<file path="config.mk">
export PLATFORM = sky130hd
export DESIGN_NAME = controle_multiciclo
export DESIGN_NICKNAME = d
export VERILOG_FILES = /design/src/rtl/mips_ctrl_pkg.sv /design/src/rtl/controle_saidas.sv /design/src/rtl/controle_multiciclo.sv
export SDC_FILE = /design/constraint.sdc
export NUM_CORES = 1
export LEC_CHECK = 0
export BUFFER_PORTS_ARGS = -buffer_cell sky130_fd_sc_hd__buf_4
export CAP_MARGIN = 20
export CORE_UTILIZATION = 46
export DETAILED_ROUTE_END_ITERATION = 10
export PLACE_DENSITY_LB_ADDON = 0.12
export SKIP_LAST_GASP = 1
export SYNTH_ARGS = -nofsm -noshare
export SYNTH_HDL_FRONTEND = slang
export SYNTH_SLANG_ARGS = --single-unit
export TNS_END_PERCENT = 50
</file>
<file path="constraint.sdc">
create_clock -name clock -period 2 [get_ports clock]
set_clock_uncertainty 0.1 [all_clocks]
set_input_delay 0.4 -clock clock [delete_from_list [all_inputs] [get_ports clock]]
set_output_delay 0.4 -clock clock [all_outputs]
set_load 0.02 [all_outputs]
</file>
<file path="src/rtl/mips_ctrl_pkg.sv">
// Shared constants for the multicycle MIPS control unit: opcodes, state codes, mux keys.
// Optional feature macro: CONTROLE_ADDI_EN (adds ST_ADDI_EXEC / ST_ADDI_WB behaviour).
package mips_ctrl_pkg;

    localparam logic [5:0] OP_RTYPE = 6'b000000;
    localparam logic [5:0] OP_LW    = 6'b100011;
    localparam logic [5:0] OP_SW    = 6'b101011;
    localparam logic [5:0] OP_BEQ   = 6'b000100;
    localparam logic [5:0] OP_J     = 6'b000010;
    localparam logic [5:0] OP_ADDI  = 6'b001000;

    // FETCH is all-zero so the forced-zero estado during reset reads as FETCH
    localparam logic [3:0] ST_FETCH     = 4'd0;
    localparam logic [3:0] ST_DECODE    = 4'd1;
    localparam logic [3:0] ST_MEM_ADDR  = 4'd2;
    localparam logic [3:0] ST_MEM_READ  = 4'd3;
    localparam logic [3:0] ST_MEM_WB    = 4'd4;
    localparam logic [3:0] ST_MEM_WRITE = 4'd5;
    localparam logic [3:0] ST_EXEC_R    = 4'd6;
    localparam logic [3:0] ST_R_WB      = 4'd7;
    localparam logic [3:0] ST_BRANCH    = 4'd8;
    localparam logic [3:0] ST_JUMP      = 4'd9;
    localparam logic [3:0] ST_ADDI_EXEC = 4'd10;
    localparam logic [3:0] ST_ADDI_WB   = 4'd11;

    localparam logic [1:0] ALU_ADD   = 2'b00;
    localparam logic [1:0] ALU_SUB   = 2'b01;
    localparam logic [1:0] ALU_FUNCT = 2'b10;

    localparam logic [1:0] SRCB_B      = 2'd0;
    localparam logic [1:0] SRCB_FOUR   = 2'd1;
    localparam logic [1:0] SRCB_IMM    = 2'd2;
    localparam logic [1:0] SRCB_IMM_SH = 2'd3;

    localparam logic [1:0] PCSRC_ALU    = 2'd0;
    localparam logic [1:0] PCSRC_ALUOUT = 2'd1;
    localparam logic [1:0] PCSRC_JUMP   = 2'd2;

    typedef struct packed {
        logic       pc_write;
        logic       pc_write_cond;
        logic       i_or_d;
        logic       mem_read;
        logic       mem_write;
        logic       ir_write;
        logic       mem_to_reg;
        logic       reg_dst;
        logic       reg_write;
        logic       alu_src_a;
        logic [1:0] alu_src_b;
        logic [1:0] alu_op;
        logic [1:0] pc_source;
    } ctrl_t;

endpackage

</file>
<file path="src/rtl/controle_saidas.sv">
// Combinational state -> control-word decoder for the multicycle MIPS control unit.
// Optional feature macro: CONTROLE_ADDI_EN (decodes the ADDI_EXEC / ADDI_WB states).
module controle_saidas
    import mips_ctrl_pkg::*;
#(
    parameter int STATE_W = 4
) (
    input  logic [STATE_W-1:0] estado,
    output ctrl_t              ctrl
);

    always_comb begin
        ctrl = '0;
        case (estado)
            STATE_W'(ST_FETCH): begin
                ctrl.mem_read  = 1'b1;
                ctrl.ir_write  = 1'b1;
                ctrl.alu_src_a = 1'b0;
                ctrl.alu_src_b = SRCB_FOUR;
                ctrl.alu_op    = ALU_ADD;
                ctrl.pc_source = PCSRC_ALU;
                ctrl.pc_write  = 1'b1;
            end
            STATE_W'(ST_DECODE): begin
                ctrl.alu_src_a = 1'b0;
                ctrl.alu_src_b = SRCB_IMM_SH;
                ctrl.alu_op    = ALU_ADD;
            end
            STATE_W'(ST_MEM_ADDR): begin
                ctrl.alu_src_a = 1'b1;
                ctrl.alu_src_b = SRCB_IMM;
                ctrl.alu_op    = ALU_ADD;
            end
            STATE_W'(ST_MEM_READ): begin
                ctrl.mem_read = 1'b1;
                ctrl.i_or_d   = 1'b1;
            end
            STATE_W'(ST_MEM_WB): begin
                ctrl.reg_write  = 1'b1;
                ctrl.mem_to_reg = 1'b1;
                ctrl.reg_dst    = 1'b0;
            end
            STATE_W'(ST_MEM_WRITE): begin
                ctrl.mem_write = 1'b1;
                ctrl.i_or_d    = 1'b1;
            end
            STATE_W'(ST_EXEC_R): begin
                ctrl.alu_src_a = 1'b1;
                ctrl.alu_src_b = SRCB_B;
                ctrl.alu_op    = ALU_FUNCT;
            end
            STATE_W'(ST_R_WB): begin
                ctrl.reg_write  = 1'b1;
                ctrl.reg_dst    = 1'b1;
                ctrl.mem_to_reg = 1'b0;
            end
            STATE_W'(ST_BRANCH): begin
                ctrl.alu_src_a     = 1'b1;
                ctrl.alu_src_b     = SRCB_B;
                ctrl.alu_op        = ALU_SUB;
                ctrl.pc_write_cond = 1'b1;
                ctrl.pc_source     = PCSRC_ALUOUT;
            end
            STATE_W'(ST_JUMP): begin
                ctrl.pc_write  = 1'b1;
                ctrl.pc_source = PCSRC_JUMP;
            end
`ifdef CONTROLE_ADDI_EN
            STATE_W'(ST_ADDI_EXEC): begin
                ctrl.alu_src_a = 1'b1;
                ctrl.alu_src_b = SRCB_IMM;
                ctrl.alu_op    = ALU_ADD;
            end
            STATE_W'(ST_ADDI_WB): begin
                ctrl.reg_write  = 1'b1;
                ctrl.reg_dst    = 1'b0;
                ctrl.mem_to_reg = 1'b0;
            end
`endif
            default: ctrl = '0;
        endcase
    end

endmodule

</file>
<file path="src/rtl/controle_multiciclo.sv">
// Moore FSM control unit for the multicycle MIPS datapath: state register, next-state, opcode latch.
// Optional feature macro: CONTROLE_ADDI_EN (adds addi via ADDI_EXEC -> ADDI_WB).
module controle_multiciclo
    import mips_ctrl_pkg::*;
#(
    parameter int OP_W    = 6,
    parameter int STATE_W = 4
) (
    input  logic               clock,
    input  logic               reset,
    input  logic [OP_W-1:0]    opcode,
    output logic               pc_write,
    output logic               pc_write_cond,
    output logic               i_or_d,
    output logic               mem_read,
    output logic               mem_write,
    output logic               ir_write,
    output logic               mem_to_reg,
    output logic               reg_dst,
    output logic               reg_write,
    output logic               alu_src_a,
    output logic [1:0]         alu_src_b,
    output logic [1:0]         alu_op,
    output logic [1:0]         pc_source,
    output logic               illegal_op,
    output logic [STATE_W-1:0] estado
);

    logic [STATE_W-1:0] estado_q;
    logic [STATE_W-1:0] estado_d;
    logic [OP_W-1:0]    op_q;
    logic               op_unknown;
    ctrl_t              ctrl;
    ctrl_t              ctrl_g;

    always_comb begin
        estado_d   = STATE_W'(ST_FETCH);
        op_unknown = 1'b0;
        case (estado_q)
            STATE_W'(ST_FETCH):     estado_d = STATE_W'(ST_DECODE);
            STATE_W'(ST_DECODE): begin
                if (opcode == OP_W'(OP_LW) || opcode == OP_W'(OP_SW))
                    estado_d = STATE_W'(ST_MEM_ADDR);
                else if (opcode == OP_W'(OP_RTYPE))
                    estado_d = STATE_W'(ST_EXEC_R);
                else if (opcode == OP_W'(OP_BEQ))
                    estado_d = STATE_W'(ST_BRANCH);
                else if (opcode == OP_W'(OP_J))
                    estado_d = STATE_W'(ST_JUMP);
`ifdef CONTROLE_ADDI_EN
                else if (opcode == OP_W'(OP_ADDI))
                    estado_d = STATE_W'(ST_ADDI_EXEC);
`endif
                else
                    op_unknown = 1'b1;
            end
            // Decided from the latched opcode so IR changes after DECODE are ignored
            STATE_W'(ST_MEM_ADDR):
                estado_d = (op_q == OP_W'(OP_LW)) ? STATE_W'(ST_MEM_READ) : STATE_W'(ST_MEM_WRITE);
            STATE_W'(ST_MEM_READ):  estado_d = STATE_W'(ST_MEM_WB);
            STATE_W'(ST_MEM_WB):    estado_d = STATE_W'(ST_FETCH);
            STATE_W'(ST_MEM_WRITE): estado_d = STATE_W'(ST_FETCH);
            STATE_W'(ST_EXEC_R):    estado_d = STATE_W'(ST_R_WB);
            STATE_W'(ST_R_WB):      estado_d = STATE_W'(ST_FETCH);
            STATE_W'(ST_BRANCH):    estado_d = STATE_W'(ST_FETCH);
            STATE_W'(ST_JUMP):      estado_d = STATE_W'(ST_FETCH);
`ifdef CONTROLE_ADDI_EN
            STATE_W'(ST_ADDI_EXEC): estado_d = STATE_W'(ST_ADDI_WB);
            STATE_W'(ST_ADDI_WB):   estado_d = STATE_W'(ST_FETCH);
`endif
            default:                estado_d = STATE_W'(ST_FETCH);
        endcase
    end

    always_ff @(posedge clock) begin
        if (reset) begin
            estado_q <= STATE_W'(ST_FETCH);
            op_q     <= '0;
        end else begin
            estado_q <= estado_d;
            if (estado_q == STATE_W'(ST_DECODE))
                op_q <= opcode;
        end
    end

    controle_saidas #(
        .STATE_W (STATE_W)
    ) u_saidas (
        .estado (estado_q),
        .ctrl   (ctrl)
    );

    // Reset masks every output combinationally so no strobe escapes in the reset cycle
    assign ctrl_g        = reset ? '0 : ctrl;
    assign pc_write      = ctrl_g.pc_write;
    assign pc_write_cond = ctrl_g.pc_write_cond;
    assign i_or_d        = ctrl_g.i_or_d;
    assign mem_read      = ctrl_g.mem_read;
    assign mem_write     = ctrl_g.mem_write;
    assign ir_write      = ctrl_g.ir_write;
    assign mem_to_reg    = ctrl_g.mem_to_reg;
    assign reg_dst       = ctrl_g.reg_dst;
    assign reg_write     = ctrl_g.reg_write;
    assign alu_src_a     = ctrl_g.alu_src_a;
    assign alu_src_b     = ctrl_g.alu_src_b;
    assign alu_op        = ctrl_g.alu_op;
    assign pc_source     = ctrl_g.pc_source;
    assign illegal_op    = ~reset & op_unknown;
    assign estado        = reset ? '0 : estado_q;

endmodule

</file>
==> results.tsv, run 1 <==
metric	value	unit
status	complete, no violations	
fin_crit_sh	0.9838	
grt_max_degree	19	
synthesis.area	705.7	um^2
path_clk_slew	70	ps
layout_common_cells	36 x buf_4, 12 x nor2_1, 7 x nor3_1, 7 x mux2i_1, 7 x dfxtp_1	
slew-limit-headroom	0.6766	
p_leak	0.4570	nW
start_util	0.5165	
syn_area_per_cell	8.019	um^2
path_max_fanout	2	
hold_viol	0	
grt_pass1_wl	2766	um
hp-class	in2reg	
ant_nets	0	
ys_warn_count	0	
fin_area	998.5	um^2
htree_levels	1	
final_common_cell	buf_4	
ys_top_cells_by_area	dfxtp_1 28%, mux2i_1 9.9%, nor2_1 6.4%	
dieHeight	41.17	um
path_buf_inv	2	
crit_path_cell_trace	buf_4 -> or4_4 -> a21oi_2 -> nor3_2 -> buf_4	
grt_pass1_vias	632	
cts_tree	done	
synth_top_family_by_area	simple AND/OR/NAND/NOR gates	
via_count	725	
syn_to_final_growth	41.49	%
die_x	41.17	um
grt_antenna_before_repair	0	
dp_hpwl	1290	um
clk_path_buf_depth	2	
syn_nets	96	
placed_cell_area	935.9	um^2
clock_sinks	10	
tightest_slew	472.9	ps
finalSetupViolCount	0	
synth_mux_area_frac	0.09929	
synth_edf_count	0	
tns	0	ps
antennaDiodeCount	0	
synth_top_area_cell	dfxtp_1	
drt_pass1_iterations	4	
required	1500	ps
synthCells	88	
fin_nets	127	
cpMostUsedCell	buf_4	
critPathMaxStageDelay	530	ps
setup.worst_path.start	opcode[1]	
insertion_delay	260	ps
vdd_drop_max	0.4176	mV
final_cells	133	
slowest_stage	or4_4	
clock-root-buffer	clkbuf_4	
synth_xor_area_frac	0.04965	
rows	13	
ioPinCount	29	
fp.dieArea	0.001695	mm^2
dpl.cell_count	127	
synth_seq_cells	10	
cp.arrival	1470	ps
synth_simple_gate_area_frac	0.4043	
grtUsageTotal	0.2511	
max_freq	508.2	MHz
worstSetupEndpointType	primary output	
numCtsBuffers	3	
power.density	519.9	mW/mm^2
synth_top_area_frac	0.2837	
drtIter0Drc	10	
max_cap_violations	0	
drc_errors	0	
path_delay_family	simple AND/OR/NAND/NOR gates	
hold_path_startpoint	opcode[3]	
r2r-start	estado_q[1]	
gp_congestion	0.7645	
hold_ws	295.2	ps
synthAdderAreaFrac	0	
period_minus_slack	1968	ps
crit_type	in2out	
core_area	0.001366	mm^2
numPortBuffers	28	
drive_gt1_frac	0.4237	
synth-async-reset-ratio	0	
slew_violations	0	
wl_per_cell	13.83	um
ys_types	33	
seq_area_frac_synth	0.2837	
viasPerCell	5.451	
wl	1839	um
crit_path_start_kind	input pin	
synth_compound_gate_area_share	0.07447	
synth_flop_cell	dfxtp_1	
gr-total-overflow	0	
[area by class of cell]
cell class	instances	area, um^2
tap	15	18.77
sequential	10	203.9
inverter	2	7.507
multi-input combinational	66	461.7
timing repair buffer	36	270.3
fill	118	367.9
clock buffer	4	36.28
[sequential cells by signal, summed over array words and instances (netlist names)]
register  count
estado_q      4
op_q          6
[power breakdown]
part | switching, mW | internal [mW] | leakage (nW) | total [mW]
Combinational | 0.0647 | 0.0582 | 0.353 | 0.123
Clock | 0.0713 | 0.111 | 0.0210 | 0.182
Sequential | 0.00558 | 0.209 | 0.0834 | 0.214
[layer usage]
layer	vias up	wire, um	GRT usage
met3	2	107	0.02717
met4	0	16	0.1452
li1	370	-	-
met2	28	914	0.4453
met5	-	0	0
met1	325	800	0.2862
[path summary, 6_finish.rpt]
path                            slack [ps]  depth (start not counted)          end
worst min-delay path                   300                          3      op_q[3]
worst max register to register         170                          5  estado_q[2]
worst min register to register         400                          2      op_q[4]
worst max-delay path                    30                          5   illegal_op
[logic make-up after synthesis]
family / Yosys count
muxes: 7
AOI/OAI and AO/OA: 7
buffers and inverters: 12
and+or+nand+nor: 48
xor gates and xnor gates: 4
DFF: 10
[worst register-to-register path, delay by kind of cell, from the launching register on]
kind | cells | cell delay, ps
AND/OR/NAND/NOR | 2 | 770
flip-flops | 1 | 340
buffers and inverters | 2 | 310
AO/OA/AOI/OAI | 1 | 220
[through the flow]
step	worst slack (ps)	util	total power, mW
floorplan	-45.94	-	0.2883
global placement	1.663	0.6850	0.3326
detailed placement	1.781	0.6850	0.3356
CTS	-3.652	0.7152	0.5177
global route	-7.563	0.7308	0.5387
finish	32.37	0.7308	0.5191
[what timing repair did]
action,CTS,global route
buffers inserted,0,2
hold buffers,0,0
setup endpoints to repair,2,2
resized for setup,2,3
pin swaps,0,3
[synthesized netlist by cell type (all sizes together), types with 2 or more instances]
| cell type | n |
|---|---|
| buf | 5 |
| clkbuf | 5 |
| dfxtp | 10 |
| inv | 2 |
| mux2i | 7 |
| nand2 | 3 |
| nand2b | 2 |
| nand3 | 2 |
| nand3b | 2 |
| nor2 | 12 |
| nor2b | 2 |
| nor3 | 8 |
| nor3b | 2 |
| nor4 | 5 |
| or2 | 2 |
| or2b | 2 |
| xor2 | 3 |
Note: power is estimated with default switching activity, not from simulation.
==> run 2, diff against run 1 <==
--- a/config.mk
+++ b/config.mk
@@ -7,7 +7,9 @@
 export LEC_CHECK = 0
 export BUFFER_PORTS_ARGS = -buffer_cell sky130_fd_sc_hd__buf_4
 export CAP_MARGIN = 20
-export CORE_UTILIZATION = 46
+export CELL_PAD_IN_SITES_DETAIL_PLACEMENT = 0
+export CELL_PAD_IN_SITES_GLOBAL_PLACEMENT = 1
+export CORE_UTILIZATION = 32
 export DETAILED_ROUTE_END_ITERATION = 10
 export PLACE_DENSITY_LB_ADDON = 0.12
 export SKIP_LAST_GASP = 1
==> run 2 against run 1 <==
Effect of this change:
- global-route usage fell by 10 points
- register-to-register slack improved by 40 ps
- sequential power barely moved
- critical endpoint unchanged
==> results.tsv, run 2 (same netlist as run 1, synthesis figures left out) <==
metric	value	unit	change
status	complete, no violations		
crit_path_start_kind	input pin		
grt_pass1_wl	2739	um	-0.98%
fin_util	0.5087		-0.2221
tns	0	ps	unchanged
antennaDiodeCount	0		unchanged
period_minus_slack	1969	ps	+1.749 ps
gr-total-overflow	0		unchanged
seqPwrFrac	0.413		about the same
finalSetupViolCount	0		unchanged
report.power.total	0.5147	mW	-0.86%
swShare	0.2660		-0.006759
dpl.cell_count	139		+9.4%
power.density	500.4	mW/mm^2	-3.8%
die_x	48.96	um	+19%
final_common_cell	buf_4		
layout_common_cells	36 x buf_4, 12 x nor2_1, 9 x dfxtp_1, 7 x nor3_1, 7 x mux2i_1		
cpMostUsedCell	buf_4		
htree_levels	1		unchanged
final_cells	145		+9.0%
worstRegToRegCells	5		unchanged
insertion_delay	260	ps	about the same
setup.worst_path.start	opcode[1]		
ioPinCount	29		unchanged
clock_sinks	10		unchanged
drc_errors	0		unchanged
grt_pass1_vias	645		+2.1%
via_count	729		+0.55%
multiInputGateArea	476.7	um^2	+3.3%
start_util	0.3490		-0.1675
max_freq	507.8	MHz	about the same
vdd_drop_max	0.4372	mV	+4.7%
regMostFlops	op_q		
r2r-start	estado_q[1]		
clkPwrFrac	0.347		-0.003
wl_per_cell	11.29	um	-18%
slew_violations	0		unchanged
path_max_fanout	2		unchanged
critPathMaxStageDelay	550	ps	+20 ps
p_int	0.3778	mW	about the same
fin_nets	127		unchanged
worstSetupEndpointType	primary output		
clock-root-buffer	clkbuf_4		
p_sw	0.1369	mW	-3.3%
tightest_slew	389.4	ps	-83.46 ps
hold_path_startpoint	opcode[3]		
numCtsBuffers	3		unchanged
path_clk_slew	60	ps	about the same
hold-path-cell-count	3		unchanged
max_cap_violations	0		unchanged
dp_hpwl	1246	um	-3.4%
slew-limit-headroom	0.7337		+0.05708
fin_crit_sh	0.9847		about the same
core_area	0.002022	mm^2	+48%
crit_path_cell_trace	buf_4 -> or4_4 -> a21oi_4 -> nor3_2 -> buf_4		
wl	1637	um	-11%
rows	16		+3
reg_top3	op_q x6, estado_q x4		
syn_to_final_growth	45.75	%	
slowest_stage	or4_4		
hp-class	in2reg		
placed_cell_area	950.9	um^2	+1.6%
drtIter0Drc	5		-5
p_leak	0.4560	nW	-0.23%
numPortBuffers	28		unchanged
power_frac_comb	0.239		+0.002
required	1500	ps	about the same
grt_max_degree	19		unchanged
seq_area	203.9	um^2	unchanged
drive_gt1_frac	0.4153		-0.008475
fp.dieArea	0.002397	mm^2	+41%
dieHeight	48.96	um	+19%
fillers	217		+84%
ant_nets	0		unchanged
hold_viol	0		unchanged
clk_path_buf_depth	2		unchanged
drt_pass1_iterations	2		-2
grt_antenna_before_repair	0		unchanged
fin_area	0.001028	mm^2	+3.0%
cts_hold_repair.buffers	0		unchanged
crit_type	in2out		
gp_congestion	0.7108		-7.0%
cts_tree	done		
cp.arrival	1470	ps	about the same
viasPerCell	5.028		-7.8%
grtUsageTotal	0.1478		-0.1033
largest_reg_flops	6		unchanged
rsz0062_at_grt	true		
==> run 2: cell counts in the layout (fill, tap and decap cells not counted) <==
No cell type changed its count.
==> run 2: what timing repair did <==
| item | in CTS | in global routing |
|---|---|---|
| endpoints found under the setup margin | 2 | 2 |
| pin swaps | 0 | 3 |
| gates resized for setup | 2 | 4 |
| cloned | 0 | 0 |
| buffers inserted | 0 | 2 |
==> run 2: worst max-delay path, delay by kind of cell <==
| kind | cells | cell delay [ps] |
|---|---|---|
| compound gates | 1 | 180 |
| buf+inv | 2 | 270 |
| simple gates | 2 | 610 |
==> run 2: per-stage QoR <==
step | setup slack [ps] | hold slack (ps)
detailed placement | -34.01 | 383.6
finish | 30.62 | 291.8
floorplan | -45.94 | 351.1
global route | -33.08 | 302.2
global placement | -19.73 | 369.3
CTS | -5.008 | 290.1
==> run 2: power groups by stage <==
stage	registers (mW)	clock network [mW]	logic (mW)
global route	0.213	0.191	0.135
global placement	0.218	0	0.116
detailed placement	0.218	0	0.117
floorplan	0.216	0	0.0721
finish	0.213	0.179	0.123
CTS	0.214	0.181	0.118
==> run 2: path summary, 6_finish.rpt <==
kind | endpoint | slack [ps]
setup / recovery | illegal_op | 30
hold / removal | op_q[3] | 290
setup reg to reg | estado_q[2] | 210
hold reg to reg | op_q[0] | 390
==> run 2: final cells by class <==
cell class,instances,share of cell area
clock buffer,4,0.03528
inverter,2,0.007299
multi-input combinational,66,0.4635
sequential,10,0.1983
tap,27,0.03285
timing repair buffer,36,0.2628
==> run 2: metal layers <==
layer	global-route usage	part of all wire	vias up
met4	0.04412	0.010	0
met2	0.2708	0.46	29
li1	-	-	371
met1	0.1679	0.47	327
met3	0.03427	0.065	2
met5	0	0	-
==> run 3, diff against run 2 <==
--- a/config.mk
+++ b/config.mk
@@ -5,6 +5,7 @@
 export SDC_FILE = /design/constraint.sdc
 export NUM_CORES = 1
 export LEC_CHECK = 0
+export ABC_CLOCK_PERIOD_IN_PS = 2000
 export BUFFER_PORTS_ARGS = -buffer_cell sky130_fd_sc_hd__buf_4
 export CAP_MARGIN = 20
 export CELL_PAD_IN_SITES_DETAIL_PLACEMENT = 0
@@ -12,6 +13,7 @@
 export CORE_UTILIZATION = 32
 export DETAILED_ROUTE_END_ITERATION = 10
 export PLACE_DENSITY_LB_ADDON = 0.12
+export REMOVE_ABC_BUFFERS = 1
 export SKIP_LAST_GASP = 1
 export SYNTH_ARGS = -nofsm -noshare
 export SYNTH_HDL_FRONTEND = slang
==> run 3 against run 2 <==
Effect of this change:
- non-clock buffer count increased by 1
- critical path depth unchanged
- via count decreased by 0.41%
- register-to-register slack improved by 40 ps
- die area unchanged
- worst hold slack improved by 3.4 ps
- routed wire length increased by 12%
- flip-flop and latch count unchanged
- global-route usage increased by 1.5 points
==> results.tsv, run 3 (same netlist as run 1, synthesis figures left out) <==
metric	value	unit	change
status	complete, no violations		
required	1500	ps	about the same
regMostFlops	op_q		
wl	1828	um	+12%
period_minus_slack	1989	ps	+19.31 ps
hold_path_startpoint	reset		
crit_type	in2out		
dieHeight	48.96	um	unchanged
cts_tree	done		
hold-path-cell-count	2		-1
finalSetupViolCount	0		unchanged
antennaDiodeCount	0		unchanged
via_count	726		-0.41%
viasPerCell	4.973		-1.1%
fin_util	0.5080		-0.0006180
rsz0062_at_grt	true		
fin_nets	128		+0.79%
drtIter0Drc	8		+3
cp.arrival	1490	ps	+20 ps
gr-total-overflow	0		unchanged
grt_antenna_before_repair	0		unchanged
layout_common_cells	36 x buf_4, 12 x nor2_1, 9 x dfxtp_1, 7 x nor3_1, 7 x mux2i_1		
slew-limit-headroom	0.6941		-0.03957
numPortBuffers	28		unchanged
crit_path_cell_trace	buf_4 -> or4_1 -> a21oi_2 -> nor3_2 -> buf_4		
vdd_drop_max	0.4900	mV	+12%
hp-class	in2reg		
crit_path_start_kind	input pin		
grt_max_degree	19		unchanged
cts_hold_repair.buffers	0		unchanged
gp_congestion	0.7311		+2.9%
core_area	0.002022	mm^2	unchanged
r2r-start	estado_q[3]		
critPathMaxStageDelay	570	ps	+20 ps
wl_per_cell	12.52	um	+11%
drt_pass1_iterations	4		+2
ioPinCount	29		unchanged
r2r_end	estado_q[2]		
drc_errors	0		unchanged
path_max_fanout	2		unchanged
syn_to_final_growth	45.57	%	
hold_viol	0		unchanged
r2r_slack	250	ps	+40 ps
worstSetupEndpointType	primary output		
slew_violations	0		unchanged
clk_path_buf_depth	2		unchanged
ant_nets	0		unchanged
numCtsBuffers	3		unchanged
cpMostUsedCell	buf_4		
hold_ws	295.2	ps	+3.366 ps
path_delay_family	simple AND/OR/NAND/NOR gates		
grt_pass1_vias	655		+1.6%
insertion_delay	270	ps	about the same
die_x	48.96	um	unchanged
reg_top3	op_q x6, estado_q x4		
dp_hpwl	1364	um	+9.5%
dpl.cell_count	140		+0.72%
htree_levels	1		unchanged
dp_slack	23.06	ps	+57.07 ps
p_leak	0.4626	nW	+1.4%
placed_cell_area	947.2	um^2	-0.39%
tns	0	ps	unchanged
grt_pass1_wl	3015	um	+10%
worstRegToRegCells	4		-1
grtUsageTotal	0.1632		+0.01538
clock-root-buffer	clkbuf_4		
max_freq	502.8	MHz	-0.97%
slowest_stage	or4_1		
rows	16		unchanged
final_common_cell	buf_4		
clock_sinks	10		unchanged
drive_gt1_frac	0.4118		-0.003490
fin_crit_sh	0.9943		+0.009655
start_util	0.3490		unchanged
largest_reg_flops	6		unchanged
report.power.total	0.5196	mW	+0.95%
path_buf_inv	2		unchanged
fin_ws	11.31	ps	-19.31 ps
final_cells	146		+0.69%
path_clk_slew	80	ps	+20 ps
fin_area	0.001027	mm^2	-0.12%
power.density	505.8	mW/mm^2	+1.1%
whs_endpoint	op_q[1]		
max_cap_violations	0		unchanged
tightest_slew	447.3	ps	+57.86 ps
fp.dieArea	0.002397	mm^2	unchanged
[run 3: changes by cell type in the layout (fill, tap and decap cells not counted), sizes merged]
cell,delta
buf,+1
[run 3: worst max path at each step]
stage	from	to	slack, ps	cells past startpoint
floorplan	estado_q[3]	pc_source[0]	-400	2
global placement	opcode[1]	illegal_op	20	5
detailed placement	opcode[1]	illegal_op	20	5
CTS	estado_q[1]	illegal_op	-10	4
global route	estado_q[3]	illegal_op	-60	4
finish	opcode[1]	illegal_op	10	5
[run 3: report_power, final]
part	leakage, nW	total, mW	internal, mW	switching [mW]
Clock	0.0210	0.185	0.111	0.0748
Sequential	0.0826	0.213	0.208	0.00514
Combinational	0.359	0.122	0.0576	0.0640
[run 3: layout make-up]
type | instances | area, um^2
fill | 219 | 994.7
multi-input combinational | 66 | 464.2
timing repair buffer | 37 | 281.5
sequential | 10 | 203.9
clock buffer | 4 | 36.28
tap | 27 | 33.78
inverter | 2 | 7.507
[run 3: timing repair]
item / 4_1_cts / 5_1_grt
resized for setup: 4 / 3
pin swaps: 1 / 2
setup endpoints to repair: 4 / 4
cloned: 0 / 0
setup buffers: 0 / 2
[run 3: layer usage]
metal,vias up,global-route usage,wire [um]
met1,327,0.2083,858
met4,0,0.08824,14
met3,2,0.01246,88
met2,26,0.2708,865
li1,371,-,-
met5,-,0,0
